[config.mk]
export PLATFORM = sky130hd
export DESIGN_NAME = seq_divider_by8_flat
export DESIGN_NICKNAME = d
export VERILOG_FILES = /design/src/rtl/seq_divider_by8_if.sv /design/src/rtl/seq_divider_by8.sv /design/src/flat_wrapper.sv
export SDC_FILE = /design/constraint.sdc
export NUM_CORES = 1
export LEC_CHECK = 0
export ABC_AREA = 1
export CORE_UTILIZATION = 50
export DETAILED_ROUTE_END_ITERATION = 8
export DONT_BUFFER_PORTS = 1
export PLACE_DENSITY = 0.68
export SYNTH_ARGS = -nofsm -noshare
export SYNTH_HDL_FRONTEND = slang
export SYNTH_SLANG_ARGS = --single-unit
[constraint.sdc]
create_clock -name clk -period 1.69 [get_ports clk]
set_clock_uncertainty 0.05 [all_clocks]
set_input_delay 0.338 -clock clk [delete_from_list [all_inputs] [get_ports clk]]
set_output_delay 0.338 -clock clk [all_outputs]
set_load 0.005 [all_outputs]
[src/rtl/seq_divider_by8_if.sv]
// Start/done handshake and operand/result bus for the 8-bit sequential divider.
interface seq_divider_by8_if;
   logic       start;
   logic [7:0] A;
   logic [7:0] B;
   logic [7:0] Q;
   logic [7:0] R;
   logic       busy;
   logic       done;
   logic       dbz;

   modport master (output start, A, B, input Q, R, busy, done, dbz);
   modport slave  (input start, A, B, output Q, R, busy, done, dbz);
endinterface

[src/rtl/seq_divider_by8.sv]
// Sequential 8-bit restoring divider, one quotient bit per clock, start/done handshake.
// Optional two's complement mode: define SEQ_DIVIDER_SIGNED_EN.
module seq_divider_by8 (
   input  logic               clk,
   input  logic               rst,
   seq_divider_by8_if.slave   dif
);
   localparam int WIDTH = 8;

   typedef enum logic [1:0] {IDLE, RUN, DONE} state_t;

   state_t           state, state_nxt;
   logic [WIDTH-1:0] sr, dvs, p, q_r, r_r;
   logic [2:0]       cnt;
   logic             dbz_r;
   logic             accept, zero_div, last_iter;
   logic [WIDTH:0]   pshift, t;
   logic             qbit;
   logic [WIDTH-1:0] p_step, sr_step, a_mag, b_mag, q_fix, r_fix;

`ifdef SEQ_DIVIDER_SIGNED_EN
   logic neg_q, neg_r;
`endif

   // FSM state register
   always_ff @(posedge clk) begin
      if (rst) state <= IDLE;
      else     state <= state_nxt;
   end

   always_comb begin
      state_nxt = state;
      accept    = 1'b0;
      dif.busy  = 1'b0;
      dif.done  = 1'b0;
      case (state)
         IDLE: begin
            if (dif.start) begin
               accept    = 1'b1;
               state_nxt = zero_div ? DONE : RUN;
            end
         end
         RUN: begin
            dif.busy = 1'b1;
            if (last_iter) state_nxt = DONE;
         end
         DONE: begin
            dif.busy  = 1'b1;
            dif.done  = 1'b1;
            state_nxt = IDLE;
         end
         default: state_nxt = IDLE;
      endcase
   end

   assign zero_div  = (dif.B == '0);
   assign last_iter = (cnt == 3'd7);

   // One restoring step: shift in the next dividend bit, trial-subtract, keep on no borrow
   always_comb begin
      pshift  = {p, sr[WIDTH-1]};
      t       = pshift - {1'b0, dvs};
      qbit    = ~t[WIDTH];
      p_step  = qbit ? t[WIDTH-1:0] : pshift[WIDTH-1:0];
      sr_step = {sr[WIDTH-2:0], qbit};
   end

`ifdef SEQ_DIVIDER_SIGNED_EN
   // -128 has no positive 8-bit form but its magnitude 0x80 is correct as unsigned
   always_comb begin
      a_mag = dif.A[WIDTH-1] ? (~dif.A + 8'd1) : dif.A;
      b_mag = dif.B[WIDTH-1] ? (~dif.B + 8'd1) : dif.B;
      q_fix = neg_q ? (~sr_step + 8'd1) : sr_step;
      r_fix = neg_r ? (~p_step + 8'd1) : p_step;
   end
`else
   always_comb begin
      a_mag = dif.A;
      b_mag = dif.B;
      q_fix = sr_step;
      r_fix = p_step;
   end
`endif

   always_ff @(posedge clk) begin
      if (rst) begin
         sr    <= '0;
         dvs   <= '0;
         p     <= '0;
         cnt   <= '0;
         q_r   <= '0;
         r_r   <= '0;
         dbz_r <= 1'b0;
`ifdef SEQ_DIVIDER_SIGNED_EN
         neg_q <= 1'b0;
         neg_r <= 1'b0;
`endif
      end else if (accept) begin
         if (zero_div) begin
            q_r   <= '1;
            r_r   <= dif.A;
            dbz_r <= 1'b1;
         end else begin
            sr    <= a_mag;
            dvs   <= b_mag;
            p     <= '0;
            cnt   <= '0;
            dbz_r <= 1'b0;
`ifdef SEQ_DIVIDER_SIGNED_EN
            neg_q <= dif.A[WIDTH-1] ^ dif.B[WIDTH-1];
            neg_r <= dif.A[WIDTH-1];
`endif
         end
      end else if (state == RUN) begin
         sr  <= sr_step;
         p   <= p_step;
         cnt <= cnt + 3'd1;
         // Results land on the DONE entry edge so they are valid with done
         if (last_iter) begin
            q_r <= q_fix;
            r_r <= r_fix;
         end
      end
   end

   assign dif.Q   = q_r;
   assign dif.R   = r_r;
   assign dif.dbz = dbz_r;
endmodule

[src/flat_wrapper.sv]
// flat-port wrapper written by rule: the top's interface ports become plain ports
module seq_divider_by8_flat 
  (clk, rst, dif_start, dif_A, dif_B, dif_Q, dif_R, dif_busy, dif_done, dif_dbz);
  seq_divider_by8_if dif_i ();
  input  logic clk;
  input  logic rst;
  input wire logic [$bits(dif_i.start)-1:0] dif_start;
  input wire logic [$bits(dif_i.A)-1:0] dif_A;
  input wire logic [$bits(dif_i.B)-1:0] dif_B;
  output wire logic [$bits(dif_i.Q)-1:0] dif_Q;
  output wire logic [$bits(dif_i.R)-1:0] dif_R;
  output wire logic [$bits(dif_i.busy)-1:0] dif_busy;
  output wire logic [$bits(dif_i.done)-1:0] dif_done;
  output wire logic [$bits(dif_i.dbz)-1:0] dif_dbz;
  assign dif_i.start = dif_start;
  assign dif_i.A = dif_A;
  assign dif_i.B = dif_B;
  assign dif_Q = dif_i.Q;
  assign dif_R = dif_i.R;
  assign dif_busy = dif_i.busy;
  assign dif_done = dif_i.done;
  assign dif_dbz = dif_i.dbz;
  seq_divider_by8 u_core (.clk(clk), .rst(rst), .dif(dif_i));
endmodule
==> Word-level counts from Yosys, hierarchy flattened <==
Index checks and enable logic that the tools add are counted.
{ "word_totals": {"reg_bits": 46, "input_bits": 19, "output_inout_bits": 19, "wordCells": 55} }
{ "op_classes": {"addsub": 2, "eq_ne": 7, "n_mux": 27, "bitwise_logic": 2, "reduce_logical": 9} }
{ "op_table": {"columns": ["cell", "n"], "rows": [
  ["$mux 8", 15],
  ["$mux 3", 3],
  ["$sub 9x8->9", 1],
  ["$logic_not 8->1", 1],
  ["$mux 2", 3],
  ["$ne 2x2->1 const B", 3],
  ["$reduce_and 2->1", 3],
  ["$mux 1", 5],
  ["$pmux 2 s2", 1],
  ["$reduce_bool 2->1", 2],
  ["$add 3x1->3 const B", 1],
  ["$eq 3x3->1 const B", 1],
  ["$reduce_and 3->1", 1],
  ["$eq 2x1->1 const B", 1],
  ["$eq 2x2->1 const B", 1],
  ["$logic_not 2->1", 1],
  ["$ne 2x1->1 const B", 1],
  ["$not 1->1", 2],
  ["$reduce_or 2->1", 1]
]} }

==> Depth between registers and ports, before layout <==
Gate-level depths: netlist of the first run.
{ "logic_depth": {"word_depth": 5, "ltp_mapped": 14, "mapped_depth_nobuf": 14} }

==> Least setup slack after synthesis of the first run <==
Ideal clock, no wire load.
{ "synth_timing": {"path_kind": "reg2reg", "startpoint": "register u_core.sr[7]", "endpoint": "register u_core.r_r[7] (netlist: u_core.dif.R[7])", "setup_ns": 0.109, "arrival_time_ns": 1.650, "required_ns": 1.531, "slack_ns": -0.119, "path_stages_with_launch": 15, "path_buffers": 0, "synth_period_minus_slack_ns": 1.809, "path_cell_list": "dfxtp_1 > inv_1 > ha_1 > inv_1 > fa_1 > nand2_1 > nand2_1 > nand3_1 > nand2_1 > nand2_1 > nand2_2 > nand3_1 > nand3_1 > nand2_1 > inv_1"} }
{ "synth_between": {"elab_chain_len": 5} }
{ "synth_lines": {"columns": ["item", "line", "text"], "rows": [
  ["start, declared", "seq_divider_by8.sv:13", "logic [WIDTH-1:0] sr, dvs, p, q_r, r_r;"],
  ["start signal, assigned", "seq_divider_by8.sv:104", "sr <= a_mag;"],
  ["start signal, assigned", "seq_divider_by8.sv:115", "sr <= sr_step;"],
  ["$sub 9x8->9", "seq_divider_by8.sv:62", "t = pshift - {1'b0, dvs};"],
  ["$mux 8", "seq_divider_by8.sv:64", "p_step = qbit ? t[WIDTH-1:0] : pshift[WIDTH-1:0];"],
  ["$mux 8", "seq_divider_by8.sv:119", "if (last_iter) begin"],
  ["$mux 8", "seq_divider_by8.sv:114", "end else if (state == RUN) begin"],
  ["$mux 8", "seq_divider_by8.sv:98", "end else if (accept) begin"],
  ["end signal, assigned", "seq_divider_by8.sv:101", "r_r <= dif.A;"],
  ["end signal, assigned", "seq_divider_by8.sv:121", "r_r <= r_fix;"],
  ["end, declared", "seq_divider_by8.sv:13", null]
]} }
No other way between the ends. The select of a mux whose other input is x is not followed.
A chain may end at the register's enable or synchronous reset.

==> Final worst setup path of the first run <==
{ "layout_timing": {"startpoint": "register u_core.sr[7]", "endpoint": "register u_core.r_r[5] (netlist: u_core.dif.R[5])"} }
The elaborated chain is that of the path after synthesis.

==> results of run 1 <==
[flip-flops by register name, summed over array words and instances (netlist names)]
| register | count |
|---|---|
| u_core.dif.R | 8 |
| u_core.state | 2 |
| u_core.cnt | 3 |
| u_core.sr | 8 |
| u_core.dif.Q | 8 |
| u_core.dvs | 8 |
| u_core.dif.dbz | 1 |
| u_core.p | 8 |
[through the flow]
stage | hold slack (ns) | utilization, %
6_report | 0.0483 | 68.3
5_1_grt | 0.0281 | 68.3
4_1_cts | 0.0273 | 64.4
3_5_place_dp | 0.356 | 60.1
3_3_place_gp | 0.356 | 60.1
2_1_floorplan | 0.383 | -
[worst reg2reg max path, stage by stage (launching register included)]
cell and delay [ns]:
dfxtp_2 0.33, inv_2 0.05, ha_4 0.11, inv_2 0.04, fa_2 0.35, nand2_2 0.09
nand2_4 0.06, nand3_4 0.11, nand2_4 0.08, nand2_4 0.10, nand2_4 0.09, nand3_2 0.09
nand3_1 0.08, nand2_1 0.07, inv_1 0.03
[metal layers]
layer  global-route usage [%]  wire [um]
met3                     5.80        347
met1                     29.4       2720
met4                     6.75         83
met5                        0          0
met2                     44.7       3300
[layout by cell type, fill, tap and decap left out, types with 3 or more instances in the layout]
cell type	instances
dfxtp_2	3
ha_1	10
o21ai_0	28
a31oi_1	8
nand2_1	69
clkbuf_8	6
a21oi_1	24
dfxtp_1	43
buf_4	26
nand3_4	6
inv_4	3
o21ai_1	8
nor2_1	35
nand2_2	4
nand2_4	9
inv_1	60
inv_2	3
nand3_1	14
nand3_2	21
[what timing repair did]
item                                    in CTS  in global routing
resized for setup                           19                 24
buffers inserted                             0                  4
gates cloned                                 2                  3
pin swaps                                   10                  7
endpoints found under the setup margin      19                 44
[kinds of logic (layout without fill, tap and decap cells)]
group           count (synthesis)  count (layout)  synth area share [%]
fa+ha+maj                      14              14                  7.21
flops                          46              46                  36.4
xor+xnor                        3               3                  1.04
simple gates                  157             160                  25.9
buf+inv                        81             107                  13.3
compound gates                 75              75                  16.2
[cell type report]
cell class | count | share of cell area (%)
tap | 67 | 2.56
inverter | 66 | 7.81
sequential | 46 | 28.3
clock buffer | 7 | 2.64
timing repair buffer | 33 | 9.87
multi-input combinational | 252 | 48.6
clock inverter | 1 | 0.268
[path summary, 6_finish.rpt]
kind	start	endpoint	slack, ns	depth (start not counted)
setup reg to reg	u_core.sr[7]$_SDFFE_PP0P_	u_core.dif.R[5]$_SDFFE_PP0P_	-0.13	14
hold / removal	rst	u_core.state[0]$_SDFFE_PP0P_	0.05	1
hold reg to reg	u_core.dvs[3]$_SDFFE_PP0P_	u_core.dvs[3]$_SDFFE_PP0P_	0.41	2
setup / recovery	u_core.sr[7]$_SDFFE_PP0P_	u_core.dif.R[5]$_SDFFE_PP0P_	-0.13	14
[report_power, final]
| part | switching, W | internal, W |
|---|---|---|
| sequential | 0.000143 | 0.00129 |
| clock | 0.000375 | 0.000338 |
| combinational | 0.00157 | 0.00106 |
==> metrics, run 1 <==
Layout Area Growth over Synthesis=29.1%; ys flop type=dfxtp_1; Syn Inst Count=376; DRT Pass-1 Iters=4; Slew headroom=75.9%; post-route insts no fill=472; worst path required time=1.84 ns; routed wire length=6.45 mm; nets@finish=437; first-pass GRT wire length=10.1 mm; multi-input logic area=0.00159 mm^2; io pins=38; Startpoint Class=flop; post-synthesis sequential area ratio=36.4%; die width=73.2 um; # diodes=0; post-route cell area=0.00327 mm^2; final worst slack=-0.133 ns; worst IR drop on VDD=0.000809 V; critical path endpoint category=flop; TritonCTS clock tree=done; outcome=finished with violations; worst endpoint data arrival time=1.98 ns; largest cells by area after synthesis=dfxtp_1 36%, nand2_1 11%, inv_1 9.3%; crit-path max cell delay=0.35 ns; Max Slew Vio Count=0; Yosys cell types=26; CP top delay family=simple AND/OR/NAND/NOR gates; biggest area consumer among synthesized cells=dfxtp_1; synth warn=0; most frequent cell on the critical path=nand2_4; Worst-Margin Slew=0.359 ns; Hold Path Class=in2reg; Setup violations, final=18; DP HPWL=4.28 mm; Placed Area=0.00288 mm^2; H-tree Lvls=2; post-synth top area share=36.4%; leakage power total=1.58 nW; grt ovf=0; Initial DRC Count=104; Vias=2434; site row count=25; critical path, cell by cell=inv_2 > ha_4 > inv_2 > fa_2 > nand2_2 > nand2_4 > nand3_4 > nand2_4 > nand2_4 > nand2_4 > nand3_2 > nand3_1 > nand2_1 > inv_1; core area=0.00479 mm^2; post-synth net total=409; CTS Sinks=46; min Tclk post-route=1.82 ns; antenna violations before repair=0; Buf/Inv on CP=3; Syn Area/Cell=6.74 um^2; pwr dens=1460 mW/mm^2; Clock Tree Root=clkbuf_8; fraction of final layout cells sized beyond drive strength 1=24.2%; failing checks=negative setup slack; GRT Total Usage=24.9%; Slowest cell on crit path=fa_2; Synth async-reset ratio=0%; CTS hold repair buffers=0; max frequency=548 MHz; Max Buffers Root-to-Sink=2; Tot Pwr=0.00477 W; critical-path maximum fanout=4; vias in the first global route=2314; Yosys reg bits=46; die area=0.00535 mm^2; top post-synthesis cells by count=76 x nand2_1, 63 x inv_1, 46 x dfxtp_1; Setup CP Type=reg2reg; pin count of the biggest net entering global routing=34; Setup TNS=-2.14 ns; post-placement cell count=455; Die Height=73.2 um; wire per inst=13.7 um; EDFF count, synth=0; pre-CTS setup slack=-0.156 ns; fillers=409; Initial Util=52.9%; clk slew on worst S/H paths=0.09 ns; gpl congestion=0.828; final hold vios=0; drt drc=0; max-cap viol count=0; vias per cell=5.16; Seq. cell area=925 um^2; I/O Buffers=0; RSZ-0062 raised after global routing=true; Post-DRT Antenna Nets=0; fraction of the cycle the final worst path needs=108%; number of buffers created by CTS=5; Clock Latency Late Sink=0.30 ns; most numerous cell in the Yosys netlist=nand2_1; synthesized cell area=0.00253 mm^2
Note: power is estimated with default switching activity, not from simulation.
==> run 2: changes to the inputs <==
--- a/config.mk
+++ b/config.mk
@@ -10,6 +10,7 @@
 export DETAILED_ROUTE_END_ITERATION = 8
 export DONT_BUFFER_PORTS = 1
 export PLACE_DENSITY = 0.68
+export SKIP_LAST_GASP = 1
 export SYNTH_ARGS = -nofsm -noshare
 export SYNTH_HDL_FRONTEND = slang
 export SYNTH_SLANG_ARGS = --single-unit
==> metrics, run 2 (same netlist as run 1, synthesis figures left out) <==
grt ovf=0 (unchanged); fraction of the cycle the final worst path needs=108% (about the same); commonest non-fill, non-tap cell in the layout=nand2_1; CTS hold repair buffers=0 (unchanged); Initial DRC Count=109 (+4.8%); critical path endpoint category=flop; post-placement cell count=455 (unchanged); CP top delay family=simple AND/OR/NAND/NOR gates; min Tclk post-route=1.82 ns (-0.000181 ns); Hold Path Class=in2reg; Slowest cell on crit path=fa_2; Buf/Inv on CP=3 (unchanged); nets@finish=437 (unchanged); Post-DRT Antenna Nets=0 (unchanged); site row count=25 (unchanged); final worst slack=-0.133 ns (+0.000181 ns); leakage power total=1.58 nW (about the same); Slew headroom=75.8% (-0.087 points); fillers=411 (+0.49%); routed wire length=6.46 mm (+0.23%); first-pass GRT wire length=10.1 mm (unchanged); fraction of final layout cells sized beyond drive strength 1=24.2% (unchanged); die area=0.00535 mm^2 (unchanged); worst endpoint data arrival time=1.98 ns (about the same); vias per cell=5.15 (-0.21%); most frequent cell on the critical path=nand2_4; worst path required time=1.85 ns (about the same); number of buffers created by CTS=5 (unchanged); crit-path max cell delay=0.35 ns (about the same); CTS Sinks=46 (unchanged); TritonCTS clock tree=done; vias in the first global route=2314 (unchanged); # diodes=0 (unchanged); critical path, cell by cell=inv_2 > ha_4 > inv_2 > fa_2 > nand2_2 > nand2_4 > nand3_4 > nand2_4 > nand2_4 > nand2_4 > nand3_2 > nand3_2 > nand2_1 > inv_1; Max Slew Vio Count=0 (unchanged); clk slew on worst S/H paths=0.09 ns (about the same); failing checks=negative setup slack; pin count of the biggest net entering global routing=34 (unchanged); H-tree Lvls=2 (unchanged); Setup CP Type=reg2reg; Setup violations, final=18 (unchanged); critical-path maximum fanout=5 (+1); post-route insts no fill=472 (unchanged); worst IR drop on VDD=0.000810 V (+0.16%); Startpoint Class=flop; Worst-Margin Slew=0.361 ns (+0.00129 ns); max-cap viol count=0 (unchanged); Die Height=73.2 um (unchanged); Clock Latency Late Sink=0.30 ns (about the same); pwr dens=1460 mW/mm^2 (about the same); die width=73.2 um (unchanged); Max Buffers Root-to-Sink=2 (unchanged); RSZ-0062 raised after global routing=true; wire per inst=13.7 um (+0.23%); Clock Tree Root=clkbuf_8; final hold vios=0 (unchanged); DRT Pass-1 Iters=4 (unchanged); GRT Total Usage=24.9% (unchanged); outcome=finished with violations; Initial Util=52.9% (unchanged); most frequent cells in the layout=69 x nand2_1, 60 x inv_1, 43 x dfxtp_1; Vias=2429 (-0.21%); gpl congestion=0.828 (unchanged); drt drc=0 (unchanged); Layout Area Growth over Synthesis=29.0%; core area=0.00479 mm^2 (unchanged); DP HPWL=4.28 mm (unchanged); antenna violations before repair=0 (unchanged); io pins=38 (unchanged); I/O Buffers=0 (unchanged); max frequency=549 MHz (about the same); worst hold slack=0.0462 ns (-0.00214 ns)
-- run 2: cell counts in the layout (fill, tap and decap cells not counted) --
Identical to the previous run, type by type.
-- run 2: per-stage QoR --
step | power (W) | TNS, ns | util, % | setup WS, ns | instance area (um^2)
CTS | 0.00447 | -1.70 | 64.4 | -0.113 | 3080
floorplan | 0.00295 | -0.512 | - | -0.0388 | 2660
global route | 0.00511 | -3.98 | 68.2 | -0.245 | 3270
global placement | 0.00344 | -1.32 | 60.1 | -0.114 | 2880
detailed placement | 0.00348 | -2.20 | 60.1 | -0.156 | 2880
finish | 0.00476 | -2.15 | 68.2 | -0.133 | 3270
-- run 2: path summary, 6_finish.rpt --
kind / from / end / slack [ns] / depth (start not counted)
max: u_core.sr[7]$_SDFFE_PP0P_ / u_core.dif.R[6]$_SDFFE_PP0P_ / -0.13 / 14
min: rst / u_core.state[0]$_SDFFE_PP0P_ / 0.05 / 1
max reg2reg: u_core.sr[7]$_SDFFE_PP0P_ / u_core.dif.R[6]$_SDFFE_PP0P_ / -0.13 / 14
min reg2reg: u_core.dvs[4]$_SDFFE_PP0P_ / u_core.dvs[4]$_SDFFE_PP0P_ / 0.41 / 2
-- run 2: layout make-up --
cell class	count	area (um^2)	area share [%]
inverters	66	255	7.82
clock buffers	7	86.3	2.64
well taps	67	83.8	2.57
repair buffers	33	319	9.77
clock inverters	1	8.76	0.268
flip-flops and latches	46	925	28.3
multi-input cells	252	1590	48.6
-- run 2: timing repair --
action	4_1_cts	5_1_grt
resized for setup	19	23
pin swaps	10	7
gates cloned	2	3
endpoints found under the setup margin	19	44
setup buffers	0	4
-- run 2: layer usage --
metal	global-route usage, %	vias up	wire [um]
met4	6.75	0	87
li1	-	1261	-
met2	44.7	47	3330
met1	29.4	1113	2740
met5	0	-	0
met3	5.80	8	303
-- run 2: power breakdown --
group          total (W)  internal (W)  switching [W]  leakage (nW)
Clock           0.000717      0.000338       0.000378        0.0489
Sequential       0.00143       0.00129       0.000143         0.380
Combinational    0.00262       0.00105        0.00157          1.15
==> RTL edit: new RTL, settings of run 2 <==
Encoding of `state_t`: now one-hot (3 bits for 3 states).
--- a/src/rtl/seq_divider_by8.sv
+++ b/src/rtl/seq_divider_by8.sv
@@ -7,7 +7,7 @@
 );
    localparam int WIDTH = 8;
 
-   typedef enum logic [1:0] {IDLE, RUN, DONE} state_t;
+   typedef enum logic [2:0] {IDLE = 3'b001, RUN = 3'b010, DONE = 3'b100} state_t;
 
    state_t           state, state_nxt;
    logic [WIDTH-1:0] sr, dvs, p, q_r, r_r;
Formal check against the unedited RTL: same outputs for any inputs over 10 cycles, from zero or initial values and one cycle with rst high; not proved beyond that.
==> RTL edit against run 2 <==
  * The flow still finishes with violations (negative setup slack)
  * Die area increased by 2.2%
  * Worst setup slack worse by 17 ps
  * Area after synthesis up 2.3%
  * Total power is 31% lower
  * Global-route usage down 0.18 points
  * Synthesized cell count shrank 3.5%
  * Sequential cell count is 1 higher
  * Final area up 0.19%
  * Utilization fell by 0.75 points
  * Hold slack lost 7.4 ps
  * Routed wire length down 0.65%
  * Count of clock-buffer cells in the layout is the same
  * Critical path type unchanged
==> RTL edit: results (changes against run 2) <==
Power
  – P_sw: 0.001243 W (-41%)
  – Peak supply drop: 0.0005499 V (-32%)
  – Static Leak: 1.646 nW (+4.4%)

Global route
  – Overall routing resource usage: 24.68% (-0.18 points)
  – Largest net degree at the start of global routing: 43 (+26%)
  – Vias in the first global route: 2244 (-3.0%)

Timing
  – Worst Max-Slew Pin Slew: 420.8 ps (+60.23 ps)
  – PnR worst setup slack: -150.4 ps (-17.33 ps)
  – Final setup vio count: 18 (unchanged)

Final layout
  – Final core occ: 67.48% (-0.75 points)
  – # fillers: 417 (+1.5%)
  – Fraction of layout cells with a size suffix above 1: 27.51% (+3.3 points)
  – Post-layout net count: 418 (-4.3%)

Synthesis
  – Library cells used by synthesis: 35 (+35%)
  – Mapped Cells: 363 (-3.5%)
  – Adder-Cell Fraction of Synth Area: 5.604% (-1.6 points)
  – Mapped Nets: 393 (-3.9%)
  – Post-synth top cells: nand2_1, inv_1, dfxtp_1
  – Sequential area share after synthesis: 36.33% (about the same)
  – Synth Area in Compound Gates: 17.05% (+0.90 points)
  – XOR/XNOR share of the synthesized area: 1.014% (-0.023 points)

Setup path
  – CP arrival: 2000 ps (+20 ps)

Placed design
  – Cells after DPL: 443 (-2.6%)
  – DP HPWL: 4.294 mm (+0.28%)
  – Routability Congestion: 0.8178 (-1.3%)

Routing
  – WL/cell: 14.08 um (+2.8%)
  – Vias/cell: 5.197 (+0.99%)

Status
  – Status: finished, violations left
  – Failing checks: negative setup slack
RTL edit: cell count changes after synthesis, moves of 2 or more:
cell	before	now
nor2_1	36	12
o21ai_0	30	19
a21oi_1	25	15
inv_1	63	72
o21ai_1	6	14
o221ai_1	0	7
a21boi_0	0	6
clkbuf_1	6	3
ha_1	13	10
nand2_1	76	73
buf_4	0	2
nand2_4	1	3
or2_2	0	2
RTL edit: how the worst max path moves through the flow:
stage                                   end  slack [ps]  cells after the start                       from
2_1_floorplan  u_core.dif.R[0]$_SDFFE_PP0P_         -30                     14  u_core.sr[7]$_SDFFE_PP0P_
3_3_place_gp   u_core.dif.R[4]$_SDFFE_PP0P_        -100                     14  u_core.sr[7]$_SDFFE_PP0P_
4_1_cts        u_core.dif.R[1]$_SDFFE_PP0P_        -130                     14  u_core.sr[7]$_SDFFE_PP0P_
3_5_place_dp   u_core.dif.R[3]$_SDFFE_PP0P_        -150                     14  u_core.sr[7]$_SDFFE_PP0P_
6_report           u_core.p[5]$_SDFFE_PP0P_        -150                     14  u_core.sr[7]$_SDFFE_PP0P_
5_1_grt        u_core.dif.R[5]$_SDFFE_PP0P_        -260                     14  u_core.sr[7]$_SDFFE_PP0P_
RTL edit: worst max-delay path: cells and delay by family, from the launching register on:
kind / cells / cell delay (ps)
fa+ha+maj: 2 / 450
buf+inv: 3 / 130
flops: 1 / 330
simple gates: 9 / 770
RTL edit: area by class of cell:
cell class / count / area share, %
inverter: 75 / 8.681
sequential: 47 / 28.83
clock buffer: 7 / 2.639
multi-input combinational: 230 / 50.25
tap: 67 / 2.562
clock inverter: 1 / 0.2677
timing repair buffer: 29 / 6.769
RTL edit: power groups by stage:
stage	Sequential (W)	Combinational [W]	Clock (W)
4_1_cts	0.00123	0.00117	0.000740
2_1_floorplan	0.00125	0.000724	0
3_3_place_gp	0.00125	0.000951	0
6_report	0.00124	0.00132	0.000717
3_5_place_dp	0.00125	0.000972	0
5_1_grt	0.00124	0.00144	0.000782
RTL edit: through the flow:
stage / worst slack (ps) / setup TNS [ps] / power, W / hold WS [ps]
6_report: -150.4 / -2419 / 0.003273 / 38.79
5_1_grt: -257.0 / -4283 / 0.003464 / 26.18
4_1_cts: -134.0 / -2066 / 0.003140 / 28.99
3_5_place_dp: -149.2 / -2302 / 0.002225 / 352.7
3_3_place_gp: -102.9 / -1420 / 0.002203 / 352.3
2_1_floorplan: -27.04 / -376.1 / 0.001969 / 349.7
RTL edit: per-layer routing:
| layer | vias to the layer above | GRT usage [%] | wire length, um |
|---|---|---|---|
| met2 | 51 | 40.40 | 3089 |
| met3 | 13 | 4.065 | 226 |
| met1 | 1089 | 31.92 | 2941 |
| met5 | - | 0 | 0 |
| met4 | 0 | 11.32 | 163 |
| li1 | 1217 | - | - |
